File: src/rtl/pc_fetch_ctrl.sv
// Next-PC and instruction-fetch controller: owns the fetch PC, issues one
// outstanding imem request at a time and queues responses for decode.
module pc_fetch_ctrl #(
  parameter logic [31:0] RESET_PC  = 32'h0040_0000,
  parameter int unsigned BUF_DEPTH = 2
) (
  input  logic        clk,
  input  logic        reset_n,
  input  logic        redirect_valid,
  input  logic [31:0] redirect_pc,
  output logic        imem_req_valid,
  input  logic        imem_req_ready,
  output logic [31:0] imem_req_addr,
  input  logic        imem_rsp_valid,
  input  logic [31:0] imem_rsp_data,
  output logic        if_valid,
  input  logic        if_ready,
  output logic [31:0] if_instr,
  output logic [31:0] if_pc,
  output logic        misalign_o,
  output logic [31:0] PC_i,
  output logic        PC_Hold
);

  localparam int unsigned PTR_W = $clog2(BUF_DEPTH);
  localparam int unsigned CNT_W = PTR_W + 1;

  typedef enum logic [1:0] {S_IDLE, S_REQ, S_WAIT} state_e;

  state_e             state_q, state_d;
  logic [31:0]        fetch_pc_q, fetch_pc_d;
  logic [31:0]        req_pc_q, req_pc_d;
  logic               drop_q, drop_d;
  logic               misalign_d;
  logic [PTR_W-1:0]   rd_ptr_q, rd_ptr_d, wr_ptr_q, wr_ptr_d;
  logic [CNT_W-1:0]   count_q, count_d;
  logic [31:0]        buf_pc    [BUF_DEPTH];
  logic [31:0]        buf_instr [BUF_DEPTH];
  logic               accept, push, pop, head_bypass;
  logic               req_valid_d, if_valid_d;
  logic [31:0]        if_pc_d, if_instr_d;

  // Next-state, FIFO bookkeeping and next values of the registered outputs
  always_comb begin
    state_d     = state_q;
    fetch_pc_d  = fetch_pc_q;
    req_pc_d    = req_pc_q;
    drop_d      = drop_q;
    misalign_d  = misalign_o;
    rd_ptr_d    = rd_ptr_q;
    wr_ptr_d    = wr_ptr_q;
    count_d     = count_q;
    push        = 1'b0;
    pop         = if_valid && if_ready;
    accept      = (state_q == S_REQ) && imem_req_valid && imem_req_ready;
    head_bypass = 1'b0;
    if_pc_d     = if_pc;
    if_instr_d  = if_instr;

    case (state_q)
      S_IDLE: state_d = S_REQ;
      S_REQ: begin
        if (accept) begin
          state_d    = S_WAIT;
          fetch_pc_d = fetch_pc_q + 32'd4;
          req_pc_d   = fetch_pc_q;
        end
      end
      S_WAIT: begin
        if (imem_rsp_valid) begin
          state_d = S_REQ;
          drop_d  = 1'b0;
          push    = !drop_q;
        end
      end
      default: state_d = S_IDLE;
    endcase

    // A redirect flushes the queue and marks whatever is still in flight as stale
    if (redirect_valid) begin
      push     = 1'b0;
      pop      = 1'b0;
      rd_ptr_d = '0;
      wr_ptr_d = '0;
      count_d  = '0;
      drop_d   = ((state_q == S_WAIT) && !imem_rsp_valid) || accept;
      state_d  = drop_d ? S_WAIT : S_REQ;
      if (redirect_pc[1:0] != 2'b00) begin
        misalign_d = 1'b1;
        fetch_pc_d = fetch_pc_q;
      end else begin
        misalign_d = 1'b0;
        fetch_pc_d = redirect_pc;
      end
    end else begin
      rd_ptr_d = rd_ptr_q + PTR_W'(pop);
      wr_ptr_d = wr_ptr_q + PTR_W'(push);
      count_d  = count_q + CNT_W'(push) - CNT_W'(pop);
    end

    req_valid_d = (state_d == S_REQ) && (count_d < CNT_W'(BUF_DEPTH)) && !misalign_d;
    if_valid_d  = (count_d != '0);
    head_bypass = push && ((count_q - CNT_W'(pop)) == '0);
    if (if_valid_d) begin
      if (head_bypass) begin
        if_pc_d    = req_pc_q;
        if_instr_d = imem_rsp_data;
      end else begin
        if_pc_d    = buf_pc[rd_ptr_d];
        if_instr_d = buf_instr[rd_ptr_d];
      end
    end
  end

  // FIFO storage needs no reset; occupancy is tracked by count_q
  always_ff @(posedge clk) begin
    if (push) begin
      buf_pc[wr_ptr_q]    <= req_pc_q;
      buf_instr[wr_ptr_q] <= imem_rsp_data;
    end
  end

  always_ff @(posedge clk or negedge reset_n) begin
    if (!reset_n) begin
      state_q        <= S_IDLE;
      fetch_pc_q     <= RESET_PC;
      req_pc_q       <= RESET_PC;
      drop_q         <= 1'b0;
      misalign_o     <= 1'b0;
      rd_ptr_q       <= '0;
      wr_ptr_q       <= '0;
      count_q        <= '0;
      imem_req_valid <= 1'b0;
      imem_req_addr  <= RESET_PC;
      if_valid       <= 1'b0;
      if_instr       <= 32'h0;
      if_pc          <= 32'h0;
      PC_i           <= RESET_PC;
      PC_Hold        <= 1'b1;
    end else begin
      state_q        <= state_d;
      fetch_pc_q     <= fetch_pc_d;
      req_pc_q       <= req_pc_d;
      drop_q         <= drop_d;
      misalign_o     <= misalign_d;
      rd_ptr_q       <= rd_ptr_d;
      wr_ptr_q       <= wr_ptr_d;
      count_q        <= count_d;
      imem_req_valid <= req_valid_d;
      imem_req_addr  <= fetch_pc_d;
      if_valid       <= if_valid_d;
      if_instr       <= if_instr_d;
      if_pc          <= if_pc_d;
      PC_i           <= fetch_pc_d;
      PC_Hold        <= (fetch_pc_d == fetch_pc_q);
    end
  end

endmodule

File: config.mk
export PLATFORM = sky130hd
export DESIGN_NAME = pc_fetch_ctrl
export DESIGN_NICKNAME = d
export VERILOG_FILES = /design/src/rtl/pc_fetch_ctrl.sv
export SDC_FILE = /design/constraint.sdc
export NUM_CORES = 1
export LEC_CHECK = 0
export BUFFER_PORTS_ARGS = -buffer_cell sky130_fd_sc_hd__buf_2
export CAP_MARGIN = 20
export CORE_MARGIN = 4
export CORE_UTILIZATION = 57
export CTS_CLUSTER_DIAMETER = 80
export CTS_CLUSTER_SIZE = 8
export DETAILED_ROUTE_END_ITERATION = 10
export PLACE_DENSITY_LB_ADDON = 0.25
export SYNTH_ARGS = -nofsm -noshare
export SYNTH_HDL_FRONTEND = slang
export SYNTH_SLANG_ARGS = --single-unit
File: constraint.sdc
create_clock -name clk -period 5 [get_ports clk]
set_clock_uncertainty 0.05 [all_clocks]
set_input_delay 1.25 -clock clk [delete_from_list [all_inputs] [get_ports clk]]
set_output_delay 1.25 -clock clk [all_outputs]
set_load 0.01 [all_outputs]
# Word-level counts from Yosys, hierarchy flattened
# Memory sizes are Yosys's and may differ from the RTL's.
# Cells that the tools add are included.
# op_classes
n_addsub	6
n_reduce_logical	19
n_mux	25
eq_ne	4
n_lt_le_gt_ge	1
# ops
operator	n
2-to-1 mux 32 bit	6
adder 32 x 3 -> 32 bit, second input constant	1
equality test 32 bit	1
2-to-1 mux 1 bit	13
2-to-1 mux 2 bit	5
nonzero test 2 bit	4
logical AND 1 bit	7
one-hot mux 2 bit (3 select lines)	1
equality test 2 x 1 -> 1 bit, second input constant	2
zero test 2 bit	2
AND reduction 2 bit	2
subtractor 2 x 1 -> 2 bit	2
zero test 1 bit	3
adder 1 bit	2
adder 2 x 1 -> 2 bit	1
equality test 2 bit, second input constant	1
< comparator 2 bit, second input constant	1
logical OR 1 bit	1
# word_totals
inputBits	70
elab_cells	70
ff_bits	139
mem_count	2
ram_bits	128
output_inout_bits	132
# memory_table
memory	words	word_bits	rd	rd_ports_with_merged_regs	wr	line	rtl
buf_instr	2	32	1	0	1	38	logic [31:0] buf_instr [BUF_DEPTH];
buf_pc	2	32	1	0	1	37	logic [31:0] buf_pc [BUF_DEPTH];

# Longest topological paths before layout
# Gate-level depths: netlist of run 1.
# logic_depth
depth_word	9
mapped_depth	14
ltp_nobuf	11

# Worst setup path after synthesis of run 1
# Ideal clock, no wire load.
# synth_path
path_kind	input-to-reg
from	in imem_rsp_valid
to	mem buf_instr[0][0], enable pin
n_path_buf	0
setup_ns	0.486
path_stages	3
required_time_ns	4.464
arrival_time_ns	4.268
path_slack_ns	0.196
path_cell_list	and4bb_4 -> nand2b_4 -> nor2_1
# synth_between
elab_chain_len	5
# synth_rtl
element	line	rtl
from (decl)	14	input logic imem_rsp_valid,
2-to-1 mux 1 bit	70	if (imem_rsp_valid) begin
2-to-1 mux 1 bit	60	case (state_q)
2-to-1 mux 1 bit	80	if (redirect_valid) begin
2-to-1 mux 1 bit	117	if (push) begin
2-to-1 mux 1 bit (not written as such)	119	buf_instr[wr_ptr_q] <= imem_rsp_data;
to (decl)	38	
# No other way between the ends.

# Worst setup path after layout of run 1
# layout_path
from	in imem_rsp_valid
to	reg if_instr[2]
# layout_between
elab_chain_len	6
elab_cells_between_ends	9
cone_classes	add/sub: 2; mux: 5; reduce/logical: 2
# layout_rtl
element	line	rtl
2-to-1 mux 1 bit	70	
2-to-1 mux 1 bit	60	
adder 2 x 1 -> 2 bit	98	count_d = count_q + CNT_W'(push) - CNT_W'(pop);
subtractor 2 x 1 -> 2 bit	98	
2-to-1 mux 2 bit	80	
net count_d[1]	36	logic [CNT_W-1:0] count_q, count_d;
nonzero test 2 bit	102	if_valid_d = (count_d != '0);
to (signal assigned)	152	if_instr <= if_instr_d;
to (decl)	18	output logic [31:0] if_instr,
# The timed path passes the listed nets, and every way through them passes these cells.
# A chain may end at the register's enable or synchronous reset.

==> results of run 1 <==
==> synthesized netlist by cell type, drive strengths merged (20+ instances only) <==
cell    instances
o21ai         143
edfxtp        128
nor2b          65
xnor2          22
dfrtp         136
a211oi         65
nor2           20
mux2i          45
nand2         169
xor2           35
buf            79
clkbuf         31
==> layer usage <==
| layer | GRT usage | vias to the layer above | wire, microns |
|---|---|---|---|
| li1 | - | 3955 | - |
| met1 | 0.335 | 4118 | 12300 |
| met2 | 0.373 | 282 | 13000 |
| met3 | 0.0445 | 25 | 1840 |
| met4 | 0.0589 | 2 | 329 |
| met5 | 0 | - | 13 |
==> through the flow <==
step | util | area (sq um) | instances
after floorplan | - | 12100 | 1044
after global placement | 0.618 | 12900 | 1425
after detailed placement | 0.618 | 12900 | 1425
after CTS | 0.672 | 14100 | 1494
after global routing | 0.672 | 14100 | 1494
final | 0.672 | 14100 | 1494
==> sequential cells by signal, indices dropped and copies added (netlist names), 2 cells and up <==
signal / count
req_pc_q: 32
count_q: 2
fetch_pc_q: 32
state_q: 2
if_pc: 32
buf_pc: 64
if_instr: 32
buf_instr: 64
==> power breakdown <==
group	internal (W)	switching, W
Combinational	0.000727	0.00104
Sequential	0.00280	0.000464
Clock	0.00151	0.000877
==> cells by family (layout without fill, tap and decap cells) <==
kind of cell | count (synthesis) | in the layout | share of synthesized area
and+or+nand+nor | 319 | 319 | 0.134
DFF | 267 | 267 | 0.606
AOI/OAI and AO/OA | 226 | 226 | 0.112
buffers and inverters | 121 | 296 | 0.0604
xor gates and xnor gates | 58 | 58 | 0.0432
muxes | 50 | 50 | 0.0419
adders and majority gates | 3 | 3 | 0.00311
==> worst paths after layout <==
| check | to | slack, ps | cells past startpoint |
|---|---|---|---|
| worst max-delay path | if_instr[2] | 1710 | 13 |
| worst min-delay path | if_instr[17] | 420 | 2 |
| worst max register to register | if_instr[2] | 1920 | 12 |
| worst min register to register | if_instr[17] | 420 | 2 |
| max in group asynchronous | if_instr[22] | 3220 | 2 |
| min in group asynchronous | if_instr[30] | 760 | 1 |
==> layout make-up <==
class / count / area [sq um] / share of cell area
Multi-Input combinational cell: 656 / 4070 / 0.289
Clock inverter: 1 / 7.51 / 0.000533
Tap cell: 275 / 344 / 0.0244
Clock buffer: 68 / 1130 / 0.0801
Timing Repair Buffer: 216 / 1160 / 0.0825
Inverter: 11 / 41.3 / 0.00293
Sequential cell: 267 / 7330 / 0.520
==> worst register-to-register path, stage by stage, from the launching register on <==
cell and delay (ps):
dfrtp_1 510, and4bb_4 420, inv_1 50, ha_1 260, inv_1 50, ha_1 150
xnor3_1 230, nor2_2 190, nor2_4 70, inv_2 450, buf_4 340, o21ai_1 100
o21ai_1 140
==> PnR_summary.wiki, run 1 <==
{| class="wikitable"
! Metric !! Value
|-
| Max FO, Critical Path || 33
|-
| Number of flops mapped to enable cells by yosys || 128
|-
| Fraction of layout instances using a drive strength above 1 || 0.237
|-
| Post-Route Hold Slack || 425 ps
|-
| # DRC || 0
|-
| Library cell with the largest summed area after synthesis || edfxtp_1
|-
| Worst EP arrival || 3650 ps
|-
| Antenna violations before repair || 1
|-
| Slowest cell on the critical path || inv_2
|-
| Status || completed
|-
| Setup crit end kind || flop
|-
| Yosys top cell area share || 0.318
|-
| Input/output buffers || 201
|-
| Number of slew-limit violations in the final report || 0
|-
| Via count of the first global-routing pass || 8,282
|-
| Largest net degree at the start of global routing || 117
|-
| Origin of the critical flop-to-flop path || state_q[0]
|-
| Most common cell after layout, fill and taps aside || buf_2
|-
| Relative max-transition margin || 0.407
|-
| Remaining antenna violation count || 0
|-
| Clock Sinks || 267
|-
| Dominant delay contributor by cell family on the critical path || buffers and inverters
|-
| Total power after layout || 0.00742 W
|-
| Peak clock frequency supported by timing || 304 MHz
|-
| Pwr dens || 527 nW/um^2
|-
| TritonCTS Buffers || 39
|-
| Number of levels in the clock H-tree || 2
|-
| Floorplan Core Area || 21,000 sq um
|-
| Unrepaired setup endpoints after global routing || no
|-
| Total of warnings raised by yosys || 0
|-
| NumNets Final || between 1,000 and 1,500
|-
| Post-CTS Resized || 0
|-
| Final Hold Violating Endpoints || 0
|-
| Mean area per synthesized cell || 11.6 sq um
|-
| Netlist area before placement || 12,100 sq um
|-
| Die Span Y || 154 microns
|-
| GRT overflow || 0
|-
| Wire length of the first global-routing pass || between 40,000 and 50,000 microns
|-
| Clock Tree Buf Depth || 3
|-
| Final worst setup slack || between 1500 and 2000 ps
|-
| Via-to-Cell Ratio || 5.61
|-
| Final wirelength || 27,400 microns
|-
| Cell chosen for the clock root || clkbuf_16
|-
| Pre-CTS setup slack || 1190 ps
|-
| CTS tree || yes
|-
| Wire length per cell after detailed routing || 18.3 microns
|-
| # Max-Cap Violations || 0
|-
| Worst-skew pair later-pin latency || 500 ps
|-
| Total global-route track usage || 0.233
|-
| FP Rows || 53
|-
| Required arrival time at the worst endpoint || 5370 ps
|-
| Maximum resistive drop on vdd || 0.260 mV
|-
| Violation count after the first detailed-routing iteration || between 500 and 600
|-
| Number of nets in the synthesized netlist || 1,117
|-
| Worst stage delay on the critical path || 450 ps
|-
| Total vias in the final route || 8,382
|-
| Critical path start-end classification || in2reg
|-
| Least-Margin Pin Slew || 888 ps
|-
| Die footprint || 23,600 sq um
|-
| Setup fix buffers added after clock tree synthesis || 0
|-
| Hold path startpoint || if_instr[17]
|-
| Number of failing setup endpoints in the final timing report || 0
|-
| Effective utilization at floorplan || 0.577
|-
| Top_reg_cell synth || dfrtp_1
|-
| Portion of the post-synthesis area used by sequential elements || 0.606
|-
| Summed negative setup slack over all endpoints || 0 ps
|-
| Main area contributors after synthesis || edfxtp_1 32%, dfrtp_1 28%, nand2_1 5.2%, o21ai_1 4.8%, a211oi_1 4.0%
|-
| Worst path bufs/invs || 5
|-
| Area growth from synthesis to final layout || 16.5%
|-
| Ports placed on the boundary || 202
|-
| Min cycle time layout || 3290 ps
|-
| Flip-flop and latch count after synthesis || 267
|-
| Final GP Congestion || 0.839
|-
| Category of the worst setup path launch point || input pin
|-
| Most frequent cells in the layout || 200 x buf_2, 169 x nand2_1, 136 x dfrtp_1
|-
| Antenna fix cells || 0
|-
| Tcrit/Tclk final || 0.657
|-
| Source of the critical timing path || imem_rsp_valid
|-
| Hold-fix buffer count after cts || 0
|-
| Number of detailed-routing iterations run before antenna repair || 5
|-
| Count of distinct cell types in the synthesized netlist || 54
|-
| Clock transition at the registers of the reported paths || 50 ps
|-
| Width of the die || around 150 microns
|-
| Critical path cell sequence || buf_2, and4bb_4, inv_1, ha_1, inv_1, ha_1, xnor3_1, nor2_2, nor2_4, inv_2, buf_4, o21ai_1, o21ai_1
|-
| Worst hold path type || reg2reg
|-
| Detail Placement HPWL || about 18,000 microns
|-
| Number of standard cells after synthesis || around 1,000
|-
| Leakage power figure || between 5 and 6 nW
|-
| Share of synthesized registers carrying an async set or reset || 0.521
|-
| Number of inserted filler cells in the final layout || roughly 1,600
|}
Power figures use the tool's default switching activity.
==> run 2, diff against run 1 <==
clock period = 3.1 ns   (was 5 ns; I/O delays follow)
==> run 2 against run 1 <==
Net effect:
- combinational power rose by 67%
- sequential power rose by 62%
- core utilization rose by 0.48 points
- cell area rose by 0.72%
- flip-flop and latch count did not move
- sequential share of layout area fell by 0.37 points
- clock power rose by 62%
- critical path depth fell by 1
==> PnR_summary.wiki, run 2 (synthesized netlist as in run 1, its figures left out) <==
{| class="wikitable"
! Metric !! Value
|-
| Via count of the first global-routing pass || 8,401
|-
| Worst stage delay on the critical path || 540 ps
|-
| Clock Sinks || 267
|-
| Slowest cell on the critical path || dfrtp_1
|-
| Most common cell after layout, fill and taps aside || buf_2
|-
| Setup crit end kind || flop
|-
| Most frequent cells in the layout || 200 x buf_2, 169 x nand2_1, 136 x dfrtp_1
|-
| Worst hold path type || in2async
|-
| Total power after layout || 0.0121 W
|-
| Unrepaired setup endpoints after global routing || no
|-
| # Max-Cap Violations || 0
|-
| Largest net degree at the start of global routing || 74
|-
| Antenna violations before repair || 0
|-
| Relative max-transition margin || 0.464
|-
| Width of the die || 154 microns
|-
| Largest registers in the final layout || buf_instr: 64 flops, buf_pc: 64 flops
|-
| Violation count after the first detailed-routing iteration || 539
|-
| Category of the worst setup path launch point || flop
|-
| Min cycle time layout || 2710 ps
|-
| FP Rows || 53
|-
| Leakage power figure || 5.96 nW
|-
| CTS tree || yes
|-
| Status || completed
|-
| Dominant delay contributor by cell family on the critical path || simple AND/OR/NAND/NOR gates
|-
| Number of failing setup endpoints in the final timing report || 0
|-
| Flop2flop setup slack || between 300 and 400 ps
|-
| GRT overflow || 0
|-
| Number of slew-limit violations in the final report || 0
|-
| Number of levels in the clock H-tree || 2
|-
| Total global-route track usage || 0.238
|-
| Remaining antenna violation count || 0
|-
| Worst EP arrival || between 3000 and 4000 ps
|-
| # DRC || 0
|-
| Effective utilization at floorplan || 0.577
|-
| Input/output buffers || 201
|-
| Tcrit/Tclk final || 0.875
|-
| Required arrival time at the worst endpoint || 3460 ps
|-
| Ports placed on the boundary || 202
|-
| Clock transition at the registers of the reported paths || 50 ps
|-
| Least-Margin Pin Slew || 804 ps
|-
| Final GP Congestion || 0.860
|-
| Antenna fix cells || 0
|-
| Setup fix buffers added after clock tree synthesis || 0
|-
| Clock Tree Buf Depth || 3
|-
| Pwr dens || about 850 nW/um^2
|-
| Worst path bufs/invs || 4
|-
| Hold-fix buffer count after cts || 0
|-
| Maximum resistive drop on vdd || 0.419 mV
|-
| Post-route standard cell area excluding fillers || roughly 14,000 sq um
|-
| Post-CTS Resized || 0
|-
| Peak clock frequency supported by timing || 369 MHz
|-
| Total vias in the final route || roughly 8,500
|-
| Wire length of the first global-routing pass || around 46,000 microns
|-
| TritonCTS Buffers || 39
|-
| Detail Placement HPWL || 17,900 microns
|-
| Critical path start-end classification || reg2reg
|-
| Floorplan Core Area || 21,000 sq um
|-
| Fraction of layout instances using a drive strength above 1 || 0.243
|-
| NumNets Final || 1,273
|-
| Area growth from synthesis to final layout || 17.4%
|-
| Number of detailed-routing iterations run before antenna repair || 6
|-
| Die Span Y || 154 microns
|-
| Worst-skew pair later-pin latency || 500 ps
|-
| Max FO, Critical Path || 33
|-
| Critical path cell sequence || and4bb_4, inv_1, ha_1, inv_1, ha_1, xnor3_1, nor2_2, nor2_4, inv_2, buf_12, o21ai_0, o21ai_0
|-
| Wire length per cell after detailed routing || 18.7 microns
|-
| Placed cell area || 13,100 sq um
|-
| Final Hold Violating Endpoints || 0
|-
| Final wirelength || between 20,000 and 30,000 microns
|-
| Via-to-Cell Ratio || 5.66
|-
| Die footprint || 23,600 sq um
|-
| Cell chosen for the clock root || clkbuf_16
|}
[run 2: routing by layer]
layer,up-vias,track usage,share of wire
li1,3968,-,-
met1,4152,0.336,0.44
met2,335,0.387,0.47
met3,41,0.0425,0.070
met4,0,0.0618,0.019
met5,-,0,0
[run 2: report_power, final]
group | leakage [nW] | internal (W) | switching, W
logic | 2.55 | 0.00123 | 0.00173
registers | 2.88 | 0.00451 | 0.000755
clock network | 0.536 | 0.00243 | 0.00144
[run 2: area by class of cell]
type	instances	area, sq um
fill	1618	6770
clock inverter	1	7.51
clock buffer	67	1120
sequential	267	7330
timing repair buffer	225	1270
inverter	11	41.3
tap	275	344
multi-input combinational	656	4070
[run 2: worst register-to-register path, delay by kind of cell (launching register included)]
kind | cells | cell delay [ps]
AOI/OAI and AO/OA | 2 | 290
xor gates and xnor gates | 1 | 220
DFF | 1 | 540
adders and majority gates | 2 | 400
and+or+nand+nor | 3 | 700
buffers and inverters | 4 | 410
[run 2: final timing paths]
check,start,endpoint,depth (start not counted)
max reg2reg,state_q[0],if_pc[8],12
min,reset_n,if_instr[12],1
min in group clk,if_pc[9],if_pc[9],2
min reg2reg,if_pc[9],if_pc[9],2
max,state_q[0],if_pc[8],12
max in group asynchronous,reset_n,if_instr[19],2
[run 2: through the flow]
stage	setup TNS, ps	cells	utilization	worst slack (ps)	hold slack, ps
6_report	0	1502	0.677	388	155
5_1_grt	0	1502	0.677	210	179
4_1_cts	0	1502	0.677	378	161
3_5_place_dp	0	1434	0.623	222	417
3_3_place_gp	0	1434	0.623	300	408
2_1_floorplan	-19630	1044	-	-153	400
==> run 3, diff against run 2 <==
REMOVE_ABC_BUFFERS = 1   (was default)
==> run 3 against run 2 <==
Net effect:
- core utilization up 0.084 points
- sequential power about the same
- worst hold slack better by 43 ps
- clock-buffer cell count down 3
- wire length up 2.3%
- flip-flop and latch count unchanged
- largest power group unchanged
- register-to-register slack better by 40 ps
- global-route usage up 0.54 points
- clock power down 1%
- total power down 0.50%
- via count up 0.82%
- final cell count about the same
==> PnR_summary.wiki, run 3 (synthesized netlist as in run 1, its figures left out) <==
{| class="wikitable"
! Metric !! Value
|-
| Status || completed
|-
| Peak clock frequency supported by timing || 374 MHz
|-
| NumNets Final || 1,273
|-
| Largest registers in the final layout || buf_instr: 64 flops, buf_pc: 64 flops
|-
| Worst-skew pair later-pin latency || between 500 and 600 ps
|-
| Number of cells on the worst reg-to-reg path || 12
|-
| Least-Margin Pin Slew || 687 ps
|-
| Min cycle time layout || 2680 ps
|-
| Total power after layout || 0.0120 W
|-
| Clock transition at the registers of the reported paths || 50 ps
|-
| Largest net degree at the start of global routing || 117
|-
| Maximum resistive drop on vdd || about 0.44 mV
|-
| Cell chosen for the clock root || clkbuf_16
|-
| Ports placed on the boundary || between 200 and 250
|-
| Die Span Y || about 150 microns
|-
| Post-Route Hold Slack || slightly below 200 ps
|-
| Required arrival time at the worst endpoint || 3480 ps
|-
| Clock Sinks || 267
|-
| Critical path start-end classification || reg2reg
|-
| Worst hold path type || in2async
|-
| TritonCTS Buffers || 39
|-
| Final Hold Violating Endpoints || 0
|-
| Footprint of the flip-flops and latches || around 7300 sq um
|-
| Final wirelength || 28,800 microns
|-
| Worst EP arrival || 3050 ps
|-
| Final GP Congestion || 0.864
|-
| # DRC || 0
|-
| Antenna violations before repair || 0
|-
| Pwr dens || 848 nW/um^2
|-
| Antenna fix cells || 0
|-
| Wire length per cell after detailed routing || 19.2 microns
|-
| Total global-route track usage || 0.243
|-
| Leakage power figure || ~6 nW
|-
| Category of the worst setup path launch point || flop
|-
| Via count of the first global-routing pass || 8,589
|-
| Number of levels in the clock H-tree || 2
|-
| Fraction of layout instances using a drive strength above 1 || 0.244
|-
| Detail Placement HPWL || 18,600 microns
|-
| Setup fix buffers added after clock tree synthesis || 0
|-
| Remaining antenna violation count || 0
|-
| Area growth from synthesis to final layout || 17.5%
|-
| CTS tree || yes
|-
| Origin of the critical flop-to-flop path || state_q[0]
|-
| Hold-fix buffer count after cts || 0
|-
| Number of detailed-routing iterations run before antenna repair || 6
|-
| Via-to-Cell Ratio || 5.71
|-
| Max FO, Critical Path || 52
|-
| Most common cell after layout, fill and taps aside || buf_2
|-
| Effective utilization at floorplan || 0.577
|-
| Tcrit/Tclk final || 0.863
|-
| Clock Tree Buf Depth || 3
|-
| Most frequent cells in the layout || 200 x buf_2, 169 x nand2_1, 136 x dfrtp_1
|-
| Wire length of the first global-routing pass || 46,000 microns
|-
| Number of slew-limit violations in the final report || 0
|-
| Unrepaired setup endpoints after global routing || no
|-
| Violation count after the first detailed-routing iteration || 553
|-
| Total vias in the final route || 8,566
|-
| # Max-Cap Violations || 0
|-
| Terminus of the critical flop-to-flop path || if_pc[1]
|-
| FP Rows || 53
|-
| Input/output buffers || 201
|-
| Multi-input logic area || between 4000 and 5000 sq um
|-
| GRT overflow || 0
|-
| Setup crit end kind || flop
|-
| Post-CTS Resized || 0
|-
| Width of the die || 154 microns
|-
| Number of inserted filler cells in the final layout || 1,574
|-
| Floorplan Core Area || 21,000 sq um
|-
| Die footprint || approximately 24,000 sq um
|-
| Flop2flop setup slack || 420 ps
|-
| Relative max-transition margin || 0.540
|-
| Number of failing setup endpoints in the final timing report || 0
|}
[run 3: cell type report]
class | instances | share of cell area
Timing Repair Buffer | 225 | 0.0910
Multi-Input combinational cell | 656 | 0.287
Tap cell | 275 | 0.0242
Inverter | 11 | 0.00291
Clock buffer | 64 | 0.0768
Clock inverter | 3 | 0.00229
Sequential cell | 267 | 0.516
[run 3: how the worst max path moves through the flow]
stage,to,startpoint,cells after the start
global placement,if_pc[8],imem_rsp_valid,13
finish,if_pc[1],state_q[0],12
floorplan,if_pc[10],if_ready,4
global route,if_pc[10],state_q[0],12
detailed placement,if_pc[1],imem_rsp_valid,13
CTS,if_pc[1],state_q[0],12
[run 3: worst max-delay path, cell delays in order, from the launching register on]
cell	delay, ps
dfrtp_1	490
and4bb_4	400
inv_1	60
ha_1	270
inv_1	60
ha_1	150
xnor3_1	220
nor2_2	170
nor2_4	80
inv_2	80
buf_12	250
o21ai_1	130
o21ai_1	160
[run 3: where the power goes]
part,leakage (nW),internal [W],total (W),switching (W)
combinational,2.57,0.00122,0.00295,0.00173
sequential,2.88,0.00452,0.00527,0.000754
clock,0.533,0.00238,0.00382,0.00143
total,5.98,0.00812,0.0120,0.00392
[run 3: per-stage QoR]
stage / std cells / worst slack, ps / utilization / setup TNS (ps) / instance area, sq um
5_1_grt: 1501 / 227 / 0.678 / 0 / 14200
2_1_floorplan: 934 / -3110 / - / -363150 / 11400
3_5_place_dp: 1434 / 149 / 0.624 / 0 / 13100
3_3_place_gp: 1434 / 273 / 0.624 / 0 / 13100
6_report: 1501 / 425 / 0.678 / 0 / 14200
4_1_cts: 1501 / 414 / 0.678 / 0 / 14200
[run 3: metal layers]
layer,global-route usage,routed length [microns],vias up
met5,0,0,-
met4,0.0883,840,0
met3,0.0504,2340,58
met2,0.389,13500,357
met1,0.334,12100,4164
li1,-,-,3987
